File: src/rtl/rat_controller_pkg.sv
// Shared types and constants for the maze-solver control FSM:
// state encoding, direction codes and the move-select bundle.
package rat_controller_pkg;

  localparam int STEP_W_DEFAULT = 10;

  typedef enum logic [3:0] {
    ST_IDLE  = 4'd0,
    ST_INIT  = 4'd1,
    ST_MARK  = 4'd2,
    ST_TRY   = 4'd3,
    ST_MOVE  = 4'd4,
    ST_BACK  = 4'd5,
    ST_POPMV = 4'd6,
    ST_DONE  = 4'd7,
    ST_FAIL  = 4'd8
  } state_e;

  typedef enum logic [1:0] {
    DIR_UP    = 2'b00,
    DIR_RIGHT = 2'b01,
    DIR_LEFT  = 2'b10,
    DIR_DOWN  = 2'b11
  } dir_e;

  // Datapath move-select lines produced for one direction.
  typedef struct packed {
    logic adder_sel;
    logic inc_dec_sel;
    logic x_sel;
    logic y_sel;
  } move_sel_t;

  // The encoding is chosen so that bit inversion gives the reverse move.
  function automatic dir_e opposite_dir(input dir_e d);
    return dir_e'(~d);
  endfunction

endpackage

File: src/rtl/rat_controller_if.sv
// Bundle of the start/done handshake and the datapath control/status
// lines seen by the maze-solver controller.
interface rat_controller_if
  import rat_controller_pkg::*;
#(
  parameter int STEP_W = STEP_W_DEFAULT
) ();

  // top-level handshake
  logic              start;
  logic              busy;
  logic              done;
  logic              fail;
  logic [STEP_W-1:0] steps;

  // datapath status
  logic       co;
  logic [1:0] counter_val;
  logic [1:0] pop_val;
  logic       empty;
  logic       wall;
  logic       finish;

  // datapath control
  logic       rst_reg;
  logic       rst_counter;
  logic       ld_reg;
  logic       ld_counter;
  logic       adder_sel;
  logic       inc_dec_sel;
  logic       x_sel;
  logic       y_sel;
  logic       rd_mem;
  logic       wr_mem;
  logic       mem_din;
  logic       push;
  logic       pop;
  logic [1:0] push_val;

  // controller side
  modport master (
    input  start, co, counter_val, pop_val, empty, wall, finish,
    output busy, done, fail, steps,
    output rst_reg, rst_counter, ld_reg, ld_counter,
    output adder_sel, inc_dec_sel, x_sel, y_sel,
    output rd_mem, wr_mem, mem_din, push, pop, push_val
  );

  // datapath / top-level side
  modport slave (
    output start, co, counter_val, pop_val, empty, wall, finish,
    input  busy, done, fail, steps,
    input  rst_reg, rst_counter, ld_reg, ld_counter,
    input  adder_sel, inc_dec_sel, x_sel, y_sel,
    input  rd_mem, wr_mem, mem_din, push, pop, push_val
  );

endinterface

File: src/rtl/rat_controller_dir_decoder.sv
// Maps a 2-bit direction onto the datapath move-select lines.
module rat_controller_dir_decoder
  import rat_controller_pkg::*;
(
  input  dir_e      dir_i,
  output move_sel_t sel_o
);

  // Pure lookup: up/down act on y, right/left act on x.
  always_comb begin
    sel_o = '0;
    unique case (dir_i)
      DIR_UP:    begin sel_o.y_sel = 1'b1; end
      DIR_RIGHT: begin sel_o.adder_sel = 1'b1; sel_o.inc_dec_sel = 1'b1; sel_o.x_sel = 1'b1; end
      DIR_LEFT:  begin sel_o.adder_sel = 1'b1; sel_o.x_sel = 1'b1; end
      DIR_DOWN:  begin sel_o.inc_dec_sel = 1'b1; sel_o.y_sel = 1'b1; end
      default:   sel_o = '0;
    endcase
  end

endmodule

File: src/rtl/rat_controller.sv
// Depth-first maze-search controller. Marks each entered cell visited,
// tries the four directions in order, and backtracks through the
// datapath stack when every neighbour is blocked.
module rat_controller
  import rat_controller_pkg::*;
#(
  parameter int STEP_W = STEP_W_DEFAULT
) (
  input  logic           clk,
  input  logic           rst,
  rat_controller_if.master bus
);

  state_e            state_q, state_d;
  logic [STEP_W-1:0] steps_q, steps_d;
  logic [STEP_W-1:0] steps_inc;

  dir_e      try_dir;
  dir_e      back_dir;
  move_sel_t try_sel;
  move_sel_t back_sel;
  move_sel_t sel;

  logic rst_reg, rst_counter, ld_reg, ld_counter;
  logic rd_mem, wr_mem, mem_din, push, pop;
  logic [1:0] push_val;
  logic busy, done, fail;

  // Forward moves use the direction under test; backtracks reverse the popped one.
  assign try_dir  = dir_e'(bus.counter_val);
  assign back_dir = opposite_dir(dir_e'(bus.pop_val));

  rat_controller_dir_decoder u_dec_try (
    .dir_i (try_dir),
    .sel_o (try_sel)
  );

  rat_controller_dir_decoder u_dec_back (
    .dir_i (back_dir),
    .sel_o (back_sel)
  );

  // Step counter holds at all-ones instead of wrapping.
  assign steps_inc = (&steps_q) ? steps_q : steps_q + 1'b1;

  // State and step counter registers.
  always_ff @(posedge clk or negedge rst) begin
    if (!rst) begin
      state_q <= ST_IDLE;
      steps_q <= '0;
    end else begin
      state_q <= state_d;
      steps_q <= steps_d;
    end
  end

  // Next-state logic and every datapath control line.
  always_comb begin
    state_d     = state_q;
    steps_d     = steps_q;
    sel         = '0;
    rst_reg     = 1'b0;
    rst_counter = 1'b0;
    ld_reg      = 1'b0;
    ld_counter  = 1'b0;
    rd_mem      = 1'b0;
    wr_mem      = 1'b0;
    mem_din     = 1'b0;
    push        = 1'b0;
    pop         = 1'b0;
    push_val    = 2'b00;
    busy        = 1'b0;
    done        = 1'b0;
    fail        = 1'b0;

    unique case (state_q)
      ST_IDLE: begin
        if (bus.start) begin
          state_d = ST_INIT;
          steps_d = '0;
        end
      end
      ST_INIT: begin
        busy        = 1'b1;
        rst_reg     = 1'b1;
        rst_counter = 1'b1;
        state_d     = ST_MARK;
      end
      ST_MARK: begin
        // select lines stay 0 so the write lands on the current cell
        busy    = 1'b1;
        wr_mem  = 1'b1;
        mem_din = 1'b1;
        state_d = bus.finish ? ST_DONE : ST_TRY;
      end
      ST_TRY: begin
        busy   = 1'b1;
        sel    = try_sel;
        rd_mem = 1'b1;
        if (!bus.wall) begin
          state_d = ST_MOVE;
        end else if (bus.co) begin
          state_d = ST_BACK;
        end else begin
          ld_counter = 1'b1;
        end
      end
      ST_MOVE: begin
        busy        = 1'b1;
        sel         = try_sel;
        ld_reg      = 1'b1;
        push        = 1'b1;
        push_val    = bus.counter_val;
        rst_counter = 1'b1;
        steps_d     = steps_inc;
        state_d     = ST_MARK;
      end
      ST_BACK: begin
        busy = 1'b1;
        if (bus.empty) begin
          state_d = ST_FAIL;
        end else begin
          pop     = 1'b1;
          state_d = ST_POPMV;
        end
      end
      ST_POPMV: begin
        // parent cell was marked when first entered, so go straight to TRY
        busy        = 1'b1;
        sel         = back_sel;
        ld_reg      = 1'b1;
        rst_counter = 1'b1;
        steps_d     = steps_inc;
        state_d     = ST_TRY;
      end
      ST_DONE: begin
        done = 1'b1;
        if (!bus.start) state_d = ST_IDLE;
      end
      ST_FAIL: begin
        fail = 1'b1;
        if (!bus.start) state_d = ST_IDLE;
      end
      default: state_d = ST_IDLE;
    endcase
  end

  assign bus.rst_reg     = rst_reg;
  assign bus.rst_counter = rst_counter;
  assign bus.ld_reg      = ld_reg;
  assign bus.ld_counter  = ld_counter;
  assign bus.adder_sel   = sel.adder_sel;
  assign bus.inc_dec_sel = sel.inc_dec_sel;
  assign bus.x_sel       = sel.x_sel;
  assign bus.y_sel       = sel.y_sel;
  assign bus.rd_mem      = rd_mem;
  assign bus.wr_mem      = wr_mem;
  assign bus.mem_din     = mem_din;
  assign bus.push        = push;
  assign bus.pop         = pop;
  assign bus.push_val    = push_val;
  assign bus.busy        = busy;
  assign bus.done        = done;
  assign bus.fail        = fail;
  assign bus.steps       = steps_q;

endmodule

File: src/flat_wrapper.sv
// flat-port wrapper written by rule: the top's interface ports become plain ports
module rat_controller_flat import rat_controller_pkg::*;
#(
  parameter int STEP_W = STEP_W_DEFAULT
)
  (clk, rst, bus_start, bus_co, bus_counter_val, bus_pop_val, bus_empty, bus_wall, bus_finish, bus_busy, bus_done, bus_fail, bus_steps, bus_rst_reg, bus_rst_counter, bus_ld_reg, bus_ld_counter, bus_adder_sel, bus_inc_dec_sel, bus_x_sel, bus_y_sel, bus_rd_mem, bus_wr_mem, bus_mem_din, bus_push, bus_pop, bus_push_val);
  rat_controller_if #(.STEP_W(STEP_W)) bus_i ();
  input  logic clk;
  input  logic rst;
  input wire logic [$bits(bus_i.start)-1:0] bus_start;
  input wire logic [$bits(bus_i.co)-1:0] bus_co;
  input wire logic [$bits(bus_i.counter_val)-1:0] bus_counter_val;
  input wire logic [$bits(bus_i.pop_val)-1:0] bus_pop_val;
  input wire logic [$bits(bus_i.empty)-1:0] bus_empty;
  input wire logic [$bits(bus_i.wall)-1:0] bus_wall;
  input wire logic [$bits(bus_i.finish)-1:0] bus_finish;
  output wire logic [$bits(bus_i.busy)-1:0] bus_busy;
  output wire logic [$bits(bus_i.done)-1:0] bus_done;
  output wire logic [$bits(bus_i.fail)-1:0] bus_fail;
  output wire logic [$bits(bus_i.steps)-1:0] bus_steps;
  output wire logic [$bits(bus_i.rst_reg)-1:0] bus_rst_reg;
  output wire logic [$bits(bus_i.rst_counter)-1:0] bus_rst_counter;
  output wire logic [$bits(bus_i.ld_reg)-1:0] bus_ld_reg;
  output wire logic [$bits(bus_i.ld_counter)-1:0] bus_ld_counter;
  output wire logic [$bits(bus_i.adder_sel)-1:0] bus_adder_sel;
  output wire logic [$bits(bus_i.inc_dec_sel)-1:0] bus_inc_dec_sel;
  output wire logic [$bits(bus_i.x_sel)-1:0] bus_x_sel;
  output wire logic [$bits(bus_i.y_sel)-1:0] bus_y_sel;
  output wire logic [$bits(bus_i.rd_mem)-1:0] bus_rd_mem;
  output wire logic [$bits(bus_i.wr_mem)-1:0] bus_wr_mem;
  output wire logic [$bits(bus_i.mem_din)-1:0] bus_mem_din;
  output wire logic [$bits(bus_i.push)-1:0] bus_push;
  output wire logic [$bits(bus_i.pop)-1:0] bus_pop;
  output wire logic [$bits(bus_i.push_val)-1:0] bus_push_val;
  assign bus_i.start = bus_start;
  assign bus_i.co = bus_co;
  assign bus_i.counter_val = bus_counter_val;
  assign bus_i.pop_val = bus_pop_val;
  assign bus_i.empty = bus_empty;
  assign bus_i.wall = bus_wall;
  assign bus_i.finish = bus_finish;
  assign bus_busy = bus_i.busy;
  assign bus_done = bus_i.done;
  assign bus_fail = bus_i.fail;
  assign bus_steps = bus_i.steps;
  assign bus_rst_reg = bus_i.rst_reg;
  assign bus_rst_counter = bus_i.rst_counter;
  assign bus_ld_reg = bus_i.ld_reg;
  assign bus_ld_counter = bus_i.ld_counter;
  assign bus_adder_sel = bus_i.adder_sel;
  assign bus_inc_dec_sel = bus_i.inc_dec_sel;
  assign bus_x_sel = bus_i.x_sel;
  assign bus_y_sel = bus_i.y_sel;
  assign bus_rd_mem = bus_i.rd_mem;
  assign bus_wr_mem = bus_i.wr_mem;
  assign bus_mem_din = bus_i.mem_din;
  assign bus_push = bus_i.push;
  assign bus_pop = bus_i.pop;
  assign bus_push_val = bus_i.push_val;
  rat_controller #(.STEP_W(STEP_W)) u_core (.clk(clk), .rst(rst), .bus(bus_i));
endmodule
File: config.mk
export PLATFORM = sky130hd
export DESIGN_NAME = rat_controller_flat
export DESIGN_NICKNAME = d
export VERILOG_FILES = /design/src/rtl/rat_controller_pkg.sv /design/src/rtl/rat_controller_if.sv /design/src/rtl/rat_controller_dir_decoder.sv /design/src/rtl/rat_controller.sv /design/src/flat_wrapper.sv
export SDC_FILE = /design/constraint.sdc
export NUM_CORES = 1
export LEC_CHECK = 0
export BUFFER_PORTS_ARGS = -buffer_cell sky130_fd_sc_hd__buf_2
export CAP_MARGIN = 20
export CORE_MARGIN = 2
export CORE_UTILIZATION = 40
export DETAILED_ROUTE_END_ITERATION = 16
export PLACE_DENSITY_LB_ADDON = 0.15
export SLEW_MARGIN = 20
export SYNTH_ARGS = -nofsm -noshare
export SYNTH_HDL_FRONTEND = slang
export SYNTH_SLANG_ARGS = --single-unit
File: constraint.sdc
create_clock -name clk -period 2.1 [get_ports clk]
set_input_delay 0.105 -clock clk [delete_from_list [all_inputs] [get_ports clk]]
set_output_delay 0.105 -clock clk [all_outputs]
set_load 0.02 [all_outputs]
==> results.json, run 1 <==
{
  "status": "finished, final reports clean",
  "clock_skew_ns": 0.00146,
  "cts_tree": "done",
  "cts_num_sinks": 14,
  "via_per_inst": 5.61,
  "drtAntennaViolNets": 0,
  "grt_pass1_vias": 1067,
  "cts_setup_buffers": 0,
  "finalMaxSlewViolations": 0,
  "relSlewSlack": 0.687,
  "synth_area_leader_cell": "dfrtp_1",
  "ys_types": 38,
  "cp_max_fo": 16,
  "drive_gt1_frac": 0.291,
  "layout_setup_ws_ns": 0.167,
  "synth_edf_count": 0,
  "synth_top_area_frac": 0.315,
  "clock_path_buffers": 2,
  "wl_per_cell_um": 12.7,
  "overflow": 0,
  "synth_nets": 158,
  "first_pass_iters": 4,
  "fin_nets": 197,
  "preCtsSetupSlack_ns": 0.116,
  "worst-slew-pin-transition_ns": 0.466,
  "peakVddDrop_mv": 0.589,
  "final.min_clock_period_ns": 1.93,
  "n_antenna_cell": 0,
  "ioPinCount": 39,
  "h-tree-depth": 1,
  "end_kind": "output pin",
  "antenna_found_initial": 0,
  "rrSetupSlack_ns": 0.29,
  "grt_setup_unrepaired": "false",
  "hold_ws_ns": 0.133,
  "cp_data_required_time_ns": 2.00,
  "crit_path_end": "bus_rst_counter",
  "critPathLaunchType": "flop",
  "min_from": "bus_empty",
  "synth_commonest_cells": "14 x dfrtp_1, 12 x nand2_1, 11 x nor2_1",
  "cts.reportedPaths.clkPinSlew_ns": 0.07,
  "cts_root_buf": "clkbuf_4",
  "hp-class": "input pin to flop",
  "arrival_ns": 1.83,
  "gr-usage-all-layers": 0.177,
  "coreArea_um2": 2690,
  "area_delta_synth_final_pct": 23.3,
  "drc": 0,
  "yosysMostFrequentCell": "dfrtp_1",
  "clkLatencyLatePin_ns": 0.27,
  "dieWidth_um": 56.7,
  "syn_area_um2": 1110,
  "leakage_nw": 0.730,
  "ys_ff_latch": 14,
  "port_buffers": 38,
  "cts_made_buffers": 3,
  "tns_ns": 0,
  "critical_path_class": "flop to output pin",
  "async_flop_share": 1.00,
  "finalCritPeriodShare": 0.921,
  "start_util": 0.414,
  "max-cap-violations": 0,
  "reg2regPathDepth": 5,
  "rows": 19,
  "yosys_warnings": 0,
  "routed_wl_um": 2660,
  "grt_max_degree": 22,
  "syn_avg_cell_area_um2": 7.83,
  "place_congestion": 0.874,
  "crit_path_start": "u_core.state_q[3]$_DFFE_PN0P_",
  "synth-seq-area-share": 0.315,
  "drt-initial-drc-count": 28,
  "hold_viol": 0,
  "dr_total_vias": 1179,
  "synth_ff_type": "dfrtp_1",
  "synthCells": 142,
  "placed_cells": 206,
  "ys_top_cells_by_area": "dfrtp_1 31%, ha_1 5.6%, a31oi_1 4.5%, nand2_1 4.0%, nand2b_1 3.9%",
  "hpwl_um": 2000,
  "rr_endpoint": "u_core.bus.steps[6]$_DFFE_PN0P_",
  "stdcell_count": 210,
  "pwr_density_cell_nw_per_um2": 1310,
  "grt_first_pass_wirelength_um": 4570,
  "finalSetupViolCount": 0,
  "die-area_um2": 3220,
  "max_freq_ghz": 0.517,
  "r2r_start": "u_core.bus.steps[0]$_DFFE_PN0P_",
  "die_h_um": 56.7
}
==> area by class of cell <==
type / instances / area [um2]
Tap cell: 31 / 38.8
Fill cell: 268 / 1320
Timing Repair Buffer: 45 / 245
Sequential cell: 14 / 350
Inverter: 11 / 41.3
Clock buffer: 3 / 22.5
Multi-Input combinational cell: 106 / 673
==> power by group <==
group	total (mW)	leakage, nW	internal, mW	switching [mW]
clock network	0.145	0.0138	0.0665	0.0788
registers	0.463	0.185	0.359	0.104
logic	1.19	0.532	0.419	0.774
total	1.80	0.730	0.844	0.956
==> repair_timing <==
item	CTS	global route
hold buffers	1	0
hold endpoints to repair	14	0
setup endpoints to repair	0	7
gates resized for setup	0	1
==> critical path: stages, from the launching register on <==
cell and delay, ns:
dfrtp_1 0.39, buf_4 0.20, nor2b_1 0.25, nand2b_1 0.18
inv_2 0.24, or2_1 0.14, buf_2 0.15
==> flip-flops by register name, summed over array words and instances (netlist names) <==
name,cells
u_core.bus.steps,10
u_core.state_q,4
==> routing by layer <==
layer  GRT usage  up-vias  routed length (um)
met2       0.312       23                1260
met5           0        -                   0
li1            -      588                   -
met3      0.0484        2                 129
met1       0.219      566                1250
met4      0.0299        0                  15
==> cells by family after synthesis <==
logic type | count (synthesis) | synth area share
DFF | 14 | 0.315
adders and majority gates | 5 | 0.0562
and+or+nand+nor | 64 | 0.308
AOI/OAI and AO/OA | 35 | 0.215
muxes | 2 | 0.0180
buffers and inverters | 22 | 0.0877
==> worst min-delay path by stage <==
stage	endpoint	slack (ns)	cells after the start
floorplan	u_core.bus.steps[0]$_DFFE_PN0P_	-0.19	0
global placement	u_core.bus.steps[5]$_DFFE_PN0P_	0.02	1
detailed placement	u_core.bus.steps[5]$_DFFE_PN0P_	0.02	1
CTS	u_core.state_q[3]$_DFFE_PN0P_	0.13	3
global route	u_core.state_q[3]$_DFFE_PN0P_	0.14	3
finish	u_core.state_q[3]$_DFFE_PN0P_	0.13	3
==> placed cells by master, fill, tap and decap left out, types with 2 or more instances in the layout <==
| cell type | instances |
|---|---|
| o211ai_1 | 3 |
| a21oi_1 | 8 |
| inv_1 | 9 |
| nor2_1 | 11 |
| nor4_1 | 3 |
| buf_2 | 38 |
| and3_1 | 5 |
| nand2_1 | 12 |
| mux2i_1 | 2 |
| nand3_1 | 6 |
| buf_4 | 6 |
| nand2b_1 | 7 |
| nor3_1 | 8 |
| inv_2 | 2 |
| and2_1 | 2 |
| a31oi_1 | 8 |
| a21o_1 | 2 |
| nand4_1 | 2 |
| a2bb2oi_1 | 2 |
| clkbuf_4 | 3 |
| o22ai_1 | 3 |
| o21ai_0 | 3 |
| ha_1 | 5 |
| dfrtp_1 | 14 |
==> stage by stage <==
| step | cell area [um2] | power, mW | utilization |
|---|---|---|---|
| floorplan | 1110 | 1.34 | - |
| global placement | 1330 | 1.63 | 0.495 |
| detailed placement | 1330 | 1.65 | 0.495 |
| CTS | 1360 | 1.80 | 0.507 |
| global route | 1370 | 1.96 | 0.510 |
| finish | 1370 | 1.80 | 0.510 |
No activity file was read; power rests on OpenSTA's default activity.
==> run 2: changes to the inputs <==
--- a/config.mk
+++ b/config.mk
@@ -7,11 +7,12 @@
 export LEC_CHECK = 0
 export BUFFER_PORTS_ARGS = -buffer_cell sky130_fd_sc_hd__buf_2
 export CAP_MARGIN = 20
+export CORE_ASPECT_RATIO = 1.75
 export CORE_MARGIN = 2
 export CORE_UTILIZATION = 40
 export DETAILED_ROUTE_END_ITERATION = 16
 export PLACE_DENSITY_LB_ADDON = 0.15
-export SLEW_MARGIN = 20
+export SLEW_MARGIN = 30
 export SYNTH_ARGS = -nofsm -noshare
 export SYNTH_HDL_FRONTEND = slang
 export SYNTH_SLANG_ARGS = --single-unit
==> results.json, run 2 (synthesis gave the netlist of run 1 again) <==
{
  "status": "finished, final reports clean",
  "final.min_clock_period_ns": 1.88,
  "p_seq_frac": 0.247,
  "finalCritPeriodShare": 0.896,
  "max-cap-violations": 0,
  "critPathLaunchType": "flop",
  "cts_tree": "done",
  "final_cell_mix": "38 x buf_2, 14 x dfrtp_1, 12 x nand2_1",
  "hold_depth": 3,
  "comb_power_share": 0.615,
  "mostFrequentLayoutCell": "buf_2",
  "clkLatencyLatePin_ns": 0.25,
  "n_antenna_cell": 0,
  "rows": 25,
  "largest_reg_flops": 10,
  "grt_max_degree": 22,
  "drc": 0,
  "worst-path-stages": 6,
  "cts_made_buffers": 3,
  "routed_wl_um": 2840,
  "hold_viol": 0,
  "via_per_inst": 5.78,
  "fin_area_um2": 1380,
  "port_buffers": 38,
  "fin_util": 0.514,
  "die-area_um2": 3240,
  "ioPinCount": 39,
  "pwr-share-clk": 0.138,
  "place_congestion": 0.807,
  "coreArea_um2": 2690,
  "critical_path_class": "flop to output pin",
  "peakVddDrop_mv": 0.591,
  "drtAntennaViolNets": 0,
  "clock_skew_ns": 0.000634,
  "h-tree-depth": 1,
  "hp-class": "input pin to flop",
  "cp_data_required_time_ns": 2.00,
  "cts.reportedPaths.clkPinSlew_ns": 0.06,
  "pwr_density_cell_nw_per_um2": 1380,
  "antenna_found_initial": 0,
  "cts_setup_buffers": 0,
  "arrival_ns": 1.78,
  "placed_area_um2": 1320,
  "dr_total_vias": 1191,
  "grt_setup_unrepaired": "false",
  "first_pass_iters": 4,
  "clock_path_buffers": 2,
  "die_h_um": 73.8,
  "area_delta_synth_final_pct": 24.3,
  "overflow": 0,
  "tns_ns": 0,
  "worst-slew-pin-transition_ns": 0.720,
  "slowest_stage": "dfrtp_1",
  "end_kind": "output pin",
  "cts_root_buf": "clkbuf_8",
  "p_switching_mw": 0.969,
  "p_int_mw": 0.939,
  "hpwl_um": 2200,
  "drive_gt1_frac": 0.291,
  "finalMaxSlewViolations": 0,
  "critPathBufInv": 3,
  "cp_max_fo": 16,
  "cts_num_sinks": 14,
  "gr-usage-all-layers": 0.191,
  "finalSetupViolCount": 0,
  "path_cells": "buf_4 > nor2b_1 > nand2b_1 > inv_2 > or2_1 > buf_2",
  "grt_first_pass_wirelength_um": 4770,
  "crit_family": "buffers and inverters",
  "fin_nets": 196,
  "relSlewSlack": 0.516,
  "slowest_delay_ns": 0.40,
  "leakage_nw": 0.738,
  "max_freq_ghz": 0.531,
  "drt-initial-drc-count": 24,
  "swShare": 0.508,
  "start_util": 0.413,
  "reg2regPathDepth": 5,
  "wl_per_cell_um": 13.8,
  "grt_pass1_vias": 1080,
  "dieWidth_um": 43.9
}
-- run 2: cell count changes in the layout (fill, tap and decap cells not counted) --
cell      change
buf_4         -1
clkbuf_4      -3
clkbuf_8      +4
nor4_2        +1
nor4_4        -1
-- run 2: worst reg2reg max path: stages, from the launching register on --
cell,delay [ns]
dfrtp_1,0.43
ha_1,0.26
nand3_1,0.12
nor4_1,0.09
nor4_2,0.63
a31oi_1,0.17
-- run 2: path summary, 6_finish.rpt --
kind / startpoint / to / slack (ns)
worst max-delay path: u_core.state_q[3]$_DFFE_PN0P_ / bus_rst_counter / 0.22
max in group asynchronous: rst / u_core.bus.steps[1]$_DFFE_PN0P_ / 1.59
min in group asynchronous: rst / u_core.state_q[3]$_DFFE_PN0P_ / 0.28
worst min register to register: u_core.bus.steps[7]$_DFFE_PN0P_ / u_core.bus.steps[7]$_DFFE_PN0P_ / 0.53
worst max register to register: u_core.bus.steps[0]$_DFFE_PN0P_ / u_core.bus.steps[5]$_DFFE_PN0P_ / 0.25
worst min-delay path: bus_start / u_core.state_q[3]$_DFFE_PN0P_ / 0.18
-- run 2: metal layers --
layer / global-route usage / wire length [um] / up-vias
met1: 0.207 / 1140 / 560
met5: 0 / 0 / -
met3: 0.0197 / 135 / 6
met2: 0.364 / 1510 / 37
met4: 0.0707 / 45 / 0
li1: - / - / 588
-- run 2: what timing repair did --
action / in CTS / in global routing
hold endpoints to repair: 14 / 0
resized for setup: 0 / 0
hold buffers: 1 / 0
-- run 2: metrics by stage --
stage / cells / setup WS (ns) / hold WS (ns) / power (mW)
2_1_floorplan: 142 / 0.140 / -0.191 / 1.34
3_3_place_gp: 201 / 0.317 / 0.0201 / 1.64
3_5_place_dp: 201 / 0.249 / 0.0220 / 1.66
4_1_cts: 206 / 0.213 / 0.179 / 1.93
5_1_grt: 206 / 0.0747 / 0.193 / 2.07
6_report: 206 / 0.218 / 0.185 / 1.91
-- run 2: layout make-up --
class / instances / area [um2]
clock buffers: 4 / 55.1
inverters: 11 / 41.3
fillers: 283 / 1310
multi-input cells: 106 / 664
well taps: 27 / 33.8
flip-flops and latches: 14 / 350
repair buffers: 44 / 238
-- run 2: power groups by stage --
stage	clock network (mW)	registers (mW)	logic, mW
2_1_floorplan	0	0.519	0.817
3_3_place_gp	0	0.468	1.17
3_5_place_dp	0	0.475	1.18
4_1_cts	0.269	0.472	1.19
5_1_grt	0.275	0.486	1.31
6_report	0.263	0.471	1.17
